**src/rtl/lif_neuron_multi.sv**
```systemverilog
// Leaky integrate-and-fire neuron with NUM_IN weighted synapses and saturating membrane.
// Define LIF_REFRACTORY_EN to add the REFRACT state and its down-counter.
//   state      | meaning
//   INTEGRATE  | accumulate weighted spikes, leak, compare against threshold
//   REFRACT    | inputs ignored, v held at 0, counting down REFRACT_CYC edges
module lif_neuron_multi #(
    parameter int NUM_IN      = 4,
    parameter int W_WIDTH     = 8,
    parameter int V_WIDTH     = 16,
    parameter int LEAK_SHIFT  = 3,
    parameter int REFRACT_CYC = 4
) (
    input  logic                       clk,
    input  logic                       reset,
    input  logic [NUM_IN-1:0]          spike_in,
    input  logic [NUM_IN*W_WIDTH-1:0]  weight_in,
    input  logic [V_WIDTH-1:0]         threshold,
    output logic                       spike_out,
    output logic [V_WIDTH-1:0]         membrane,
    output logic                       refractory
);

    localparam int S_WIDTH = V_WIDTH + W_WIDTH + $clog2(NUM_IN);
    localparam logic [V_WIDTH-1:0] V_MAX = '1;

    logic [V_WIDTH-1:0] v_q, v_d;
    logic               spike_q, spike_d;
    logic [S_WIDTH-1:0] sum_w;
    logic [V_WIDTH-1:0] leak;
    logic [S_WIDTH-1:0] v_next;
    logic [V_WIDTH-1:0] v_sat;
    logic               fire;

    always_comb begin
        sum_w = '0;
        for (int i = 0; i < NUM_IN; i++) begin
            if (spike_in[i]) begin
                sum_w = sum_w + S_WIDTH'(weight_in[i*W_WIDTH +: W_WIDTH]);
            end
        end
        // Small potentials would never leak under a pure shift; force a unit step so v reaches 0.
        leak = v_q >> LEAK_SHIFT;
        if (v_q != '0 && leak == '0) begin
            leak = V_WIDTH'(1);
        end
        v_next = S_WIDTH'(v_q) - S_WIDTH'(leak) + sum_w;
        v_sat  = (v_next > S_WIDTH'(V_MAX)) ? V_MAX : v_next[V_WIDTH-1:0];
        fire   = (threshold != '0) && (v_next >= S_WIDTH'(threshold));
    end

`ifdef LIF_REFRACTORY_EN
    localparam int CNT_W = (REFRACT_CYC > 0) ? $clog2(REFRACT_CYC + 1) : 1;

    typedef enum logic {
        ST_INTEGRATE = 1'b0,
        ST_REFRACT   = 1'b1
    } state_t;

    state_t             state_q, state_d;
    logic [CNT_W-1:0]   cnt_q, cnt_d;

    always_ff @(posedge clk or posedge reset) begin
        if (reset) begin
            state_q <= ST_INTEGRATE;
            cnt_q   <= '0;
            v_q     <= '0;
            spike_q <= 1'b0;
        end else begin
            state_q <= state_d;
            cnt_q   <= cnt_d;
            v_q     <= v_d;
            spike_q <= spike_d;
        end
    end

    always_comb begin
        state_d = state_q;
        cnt_d   = cnt_q;
        v_d     = v_sat;
        spike_d = 1'b0;
        case (state_q)
            ST_INTEGRATE: begin
                if (fire) begin
                    v_d     = '0;
                    spike_d = 1'b1;
                    // A zero-length refractory period skips REFRACT entirely.
                    if (REFRACT_CYC > 0) begin
                        state_d = ST_REFRACT;
                        cnt_d   = CNT_W'(REFRACT_CYC);
                    end
                end
            end
            ST_REFRACT: begin
                v_d   = '0;
                cnt_d = cnt_q - CNT_W'(1);
                if (cnt_q == CNT_W'(1)) begin
                    state_d = ST_INTEGRATE;
                end
            end
            default: begin
                state_d = ST_INTEGRATE;
                cnt_d   = '0;
                v_d     = '0;
            end
        endcase
    end

    assign refractory = (state_q == ST_REFRACT);
`else
    always_ff @(posedge clk or posedge reset) begin
        if (reset) begin
            v_q     <= '0;
            spike_q <= 1'b0;
        end else begin
            v_q     <= v_d;
            spike_q <= spike_d;
        end
    end

    always_comb begin
        v_d     = v_sat;
        spike_d = 1'b0;
        if (fire) begin
            v_d     = '0;
            spike_d = 1'b1;
        end
    end

    assign refractory = 1'b0;
`endif

    assign spike_out = spike_q;
    assign membrane  = v_q;

endmodule
```
**config.mk**
```make
export PLATFORM = sky130hd
export DESIGN_NAME = lif_neuron_multi
export DESIGN_NICKNAME = d
export VERILOG_FILES = /design/src/rtl/lif_neuron_multi.sv
export SDC_FILE = /design/constraint.sdc
export NUM_CORES = 1
export LEC_CHECK = 0
export CAP_MARGIN = 20
export CORE_ASPECT_RATIO = 0.7
export CORE_MARGIN = 8
export CORE_UTILIZATION = 40
export DETAILED_ROUTE_END_ITERATION = 8
export GPL_TIMING_DRIVEN = 0
export PLACE_DENSITY = 0.65
export SLEW_MARGIN = 20
export SYNTH_ARGS = -nofsm -noshare
export SYNTH_HDL_FRONTEND = slang
export SYNTH_SLANG_ARGS = --single-unit
```
**constraint.sdc**
```tcl
create_clock -name clk -period 13.3 [get_ports clk]
set_clock_uncertainty 0.2 [all_clocks]
set_input_delay 1.33 -clock clk [delete_from_list [all_inputs] [get_ports clk]]
set_output_delay 1.33 -clock clk [all_outputs]
set_load 0.005 [all_outputs]
```
-- After elaboration in Yosys (flattened, before gate mapping)
Cells that the tools add are included.
- input bits: 54
- register bits after elaboration: 17
- output and inout port bits: 18
- logic and storage cells: 22
- mux-type cells: 8
- $add $sub $neg: 5
- reductions and logical operators: 5
- order comparisons: 2
- operator list (kind ; count):
    $add A26 B8 Y26 ; 3
    $mux W26 ; 3
    $mux W16 ; 2
    $reduce_bool A16 Y1 ; 2
    $add A26 B26 Y26 ; 1
    $ge A26 B16 Y1 ; 1
    $gt A26 B16 Y1 const B ; 1
    $sub A16 B16 Y17 ; 1
    $logic_not A16 Y1 ; 1
    $mux W13 ; 1
    $mux W8 ; 1
    $logic_and A1 B1 Y1 ; 2
    $mux W1 ; 1

-- Logic depth before layout (Yosys ltp)
- depth after elaboration: 11
- gate-level depth with buffers: 38

-- Worst setup path before layout
OpenSTA, ideal clock, no wires.
- kind: input to register
- start point: in spike_in[0]
- end point: reg v_q[10] (netlist: membrane[10])
- stages on the path: 37
- setup slack: 4.788 ns
- data arrival time: 8.238 ns
- buffers on the path: 2
- required time: 13.027 ns
- path through: clkbuf_1 and2_1 ha_1 fa_1 xor2_1 nand2_1 xor2_1 ha_1 nor2b_1 o21ai_0 a21boi_0 o21ai_0 nand2_1 xor2_1 mux2_2 ha_1 a21oi_1 o21ai_0 xnor2_1 a22o_1 a21oi_1 ha_1 a2111oi_0 o21ai_0 and2_1 o31a_1 o21ai_0 xor2_1 ha_1 a21oi_1 nor2b_1 o21ai_0 nand2b_1 a221o_1 a211o_4 buf_12 a2bb2oi_2
- cells in the longest elaborated chain, start to end: 11
- elaborated cells on any way between the ends: 13
- RTL lines (element ; line ; source):
    start: declaration ; 15 ; input logic [NUM_IN-1:0] spike_in,
    $mux W8 * ; 37 ; if (spike_in[i]) begin
    $add A26 B8 Y26 ; 38 ; sum_w = sum_w + S_WIDTH'(weight_in[i*W_WIDTH +: W_WIDTH]);
    $mux W26 * ; 37 ;
    $add A26 B8 Y26 ; 38 ;
    $mux W26 * ; 37 ;
    $add A26 B8 Y26 ; 38 ;
    $mux W26 * ; 37 ;
    $add A26 B26 Y26 * ; 46 ; v_next = S_WIDTH'(v_q) - S_WIDTH'(leak) + sum_w;
    $gt A26 B16 Y1 or $ge A26 B16 Y1 (tied branches) ; 47, 48 ;
    $mux W16 or $logic_and A1 B1 Y1 (tied branches) ; 47, 48 ;
    $mux W16 * ; 123 ; if (fire) begin
    net v_d[10] ; 26 ; logic [V_WIDTH-1:0] v_q, v_d;
    end signal: assignment ; 115 ; v_q <= v_d;
    end: declaration ; 26 ;
Mark *: on every way through the listed nets, which the timed path passes. The rest lies on a longest branch.

-- Worst setup path in the final report
- start point: in weight_in[0]
- end point: reg v_q[11] (netlist: membrane[11])
- cells in the longest elaborated chain, start to end: 11
- elaborated cells on any way between the ends: 13
- RTL lines (element ; line ; source):
    start: declaration ; 16 ; input logic [NUM_IN*W_WIDTH-1:0] weight_in,
    $mux W8 * ; 37 ;
    $add A26 B8 Y26 ; 38 ;
    $mux W26 * ; 37 ;
    $add A26 B8 Y26 ; 38 ;
    $mux W26 * ; 37 ;
    $add A26 B8 Y26 ; 38 ;
    $mux W26 * ; 37 ;
    $add A26 B26 Y26 * ; 46 ;
    $gt A26 B16 Y1 or $ge A26 B16 Y1 (tied branches) ; 47, 48 ;
    $mux W16 or $logic_and A1 B1 Y1 (tied branches) ; 47, 48 ;
    $mux W16 * ; 123 ;
    net v_d[11] ; 26 ;
Marked as above.

==> impl_results.md <==
* Status: finished, final reports clean
* Total track usage at 0.156
* GPL Wtd Cong at 0.835
* Worst-path clk slew at 0.05 ns
* Die Y at 98.1 um
* Total Neg Setup Slack at 0 ns
* Hold Buf Count CTS at 0
* Clk_lat worst skew at 0.25 ns
* Req. time, crit path at 13.27 ns
* Relative slew margins at 0.522
* Worst Path Max Fanout at 10
* Initial antenna violation count at 0
* Synth Flop Type: dfrtp_1
* Total gr overflow at 0
* Via density at 5.36
* Critical Path Max Stage Delay at 0.46 ns
* Total number of vias at 3665
* Row cnt at 30
* Final period util at 0.733
* Detailed Place HPWL at 9050 um
* Cell mode on critical path: o21ai_0
* Ys async rst share at 1.00
* CP bufs+invs at 3
* Remaining DRCs at 0
* Sequential fraction of the synthesis area at 0.111
* N_diodes at 0
* Final Max Tran Viols at 0
* Port Buffers at 68
* #FFs+latches synth at 17
* Min-Delay Endpoint: membrane[15]
* Pin count of the biggest net entering global routing at 18
* Clock sink count at 17
* H-tree depth at 1
* R2r endpoint: membrane[11]
* Hold Violations, Final at 0
* ANT nets after route at 0
* Vias in the first global route at 3506
* DRT Pass-1 Iters at 4
* CP Capture Type: register
* Synth Area per Inst at 7.95 um2
* WL/cell at 15.3 um
* Critical Path AT at 9.73 ns
* Netlist Area Pre-Place at 3850 um2
* Area of the multi-input gates at 3140 um2
* Post-synth EDFFs at 0
* Global-route wire length before repair at 17400 um
* Worst hold start: membrane[15]
* CORE AREA at 9530 um2
* Synth-to-layout area growth at 23.9%
* PostCTS Resize Cnt at 0
* Ys Warns at 0
* Detailed Route WL at 10500 um
* Share of layout cells above drive strength 1 at 0.0737
* CTS tree: done
* RSZ-0062 raised after global routing: no
* FF+latch area at 425 um2
* Final setup fails at 0
* Clock Path Buffers at 2
* First-iteration detailed-routing DRC count at 188
* Hold path cells at 3
* Slowest CP cell: xor2_1
* Post-synth cell types at 67
* Fin crit period at 9.76 ns
* Worst-Margin Slew at 0.717 ns
* Die Width at 133 um
* Crit path launch type: input pin
* Hold Crit Class: reg -> reg
* Fmax at 103 MHz
* Reg2reg path depth at 26
* Starting density of the core at 0.404
* Maxcap violations at 0
* Worst r2r src: membrane[14]
* Crit Path Category: in -> reg
* CTS Root Cell: clkbuf_16
* Post-CTS Setup Bufs at 0
* Post-synthesis net count at 608
* Critical path's top delay family: compound AO/OA/AOI/OAI gates
* Num CTS Buffers at 3
* I/O pin count at 72
* Fillers at 957
* Fin nets at 681
* Cells after Synth at 484
* Reg2reg setup slack at 6.45 ns
* Die ar. at 13100 um2
-- placed cells by master (no fill, tap or decap), types with 11 or more instances in the layout --
cell	Yosys	final
clkdlybuf4s50_1	0	68
a21oi_1	36	36
inv_1	54	54
dfrtp_1	17	17
xor2_1	14	14
nor2_1	26	26
xnor2_1	23	23
o21a_1	11	11
ha_1	65	65
nand2_1	28	28
a21o_1	11	11
o21ai_0	37	37
-- cells by family after synthesis --
kind of cell / synth area share
mux: 0.0358
simple gates: 0.166
buf+inv: 0.0745
compound gates: 0.291
other cells: 0.000975
fa+ha+maj: 0.237
xor+xnor: 0.0842
flops: 0.111
-- routing by layer --
layer / part of all wire / up-vias / GRT usage
li1: - / 1903 / -
met1: 0.53 / 1692 / 0.235
met5: 0 / - / 0
met2: 0.43 / 68 / 0.245
met3: 0.038 / 2 / 0.0133
met4: 0.0021 / 0 / 0.0103
-- how the worst max path moves through the flow --
stage	start	to	slack, ns	cells after the start
2_1_floorplan	spike_in[0]	membrane[10]	4.79	37
3_3_place_gp	weight_in[0]	membrane[12]	3.56	38
3_5_place_dp	weight_in[0]	membrane[8]	3.41	38
4_1_cts	weight_in[0]	membrane[11]	3.62	38
5_1_grt	weight_in[0]	membrane[11]	2.95	38
6_report	weight_in[0]	membrane[11]	3.54	38
-- tightest hold or removal path, delay by kind of cell, from the launching register on --
kind | cells | cell delay [ns]
AOI/OAI and AO/OA | 1 | 0.18
xor gates and xnor gates | 2 | 0.31
DFF | 1 | 0.45
-- per-stage QoR --
stage           util  instances  hold WS, ns  setup WS [ns]  instance area [um2]
5_1_grt        0.500        684        0.831           2.95                 4770
2_1_floorplan      -        484        0.599           4.79                 3850
3_3_place_gp   0.492        680        0.760           3.56                 4690
3_5_place_dp   0.492        680        0.761           3.41                 4690
4_1_cts        0.500        684        0.773           3.62                 4770
6_report       0.500        684        0.795           3.54                 4770
-- registers in the layout (all words and copies together) (netlist names) --
register	count
membrane	16
spike_out	1
-- area by class of cell --
type                            count  area share
Buffer                             15      0.0176
Clock buffer                        3      0.0157
Clock inverter                      1     0.00105
Inverter                           54      0.0425
Multi-Input combinational cell    398       0.658
Sequential cell                    17      0.0892
Tap cell                          128      0.0336
Timing Repair Buffer               68       0.143
-- cell usage after synthesis (4+ instances only) --
cell type	count	area [um2]
o211ai_1	4	30.0
o21ai_0	37	185
a2bb2oi_2	10	150
mux2_2	10	113
nor4_1	10	62.6
clkbuf_1	9	33.8
nand2b_1	4	25.0
fa_1	5	100
a21o_1	11	82.6
ha_1	65	813
a21oi_1	36	180
nor2b_1	9	56.3
a2111oi_0	4	35.0
nor2_1	26	97.6
a211oi_1	5	37.5
xor2_1	14	123
o21bai_1	4	30.0
nor3_1	9	45.0
inv_1	54	203
nand2_1	28	105
dfrtp_1	17	425
nand3_1	9	45.0
and2_1	6	37.5
xnor2_1	23	201
a2bb2oi_1	6	52.6
o21a_1	11	82.6
Power is not shown: default switching activity piles up to over one toggle a cycle in this logic, so the estimate is an artifact.
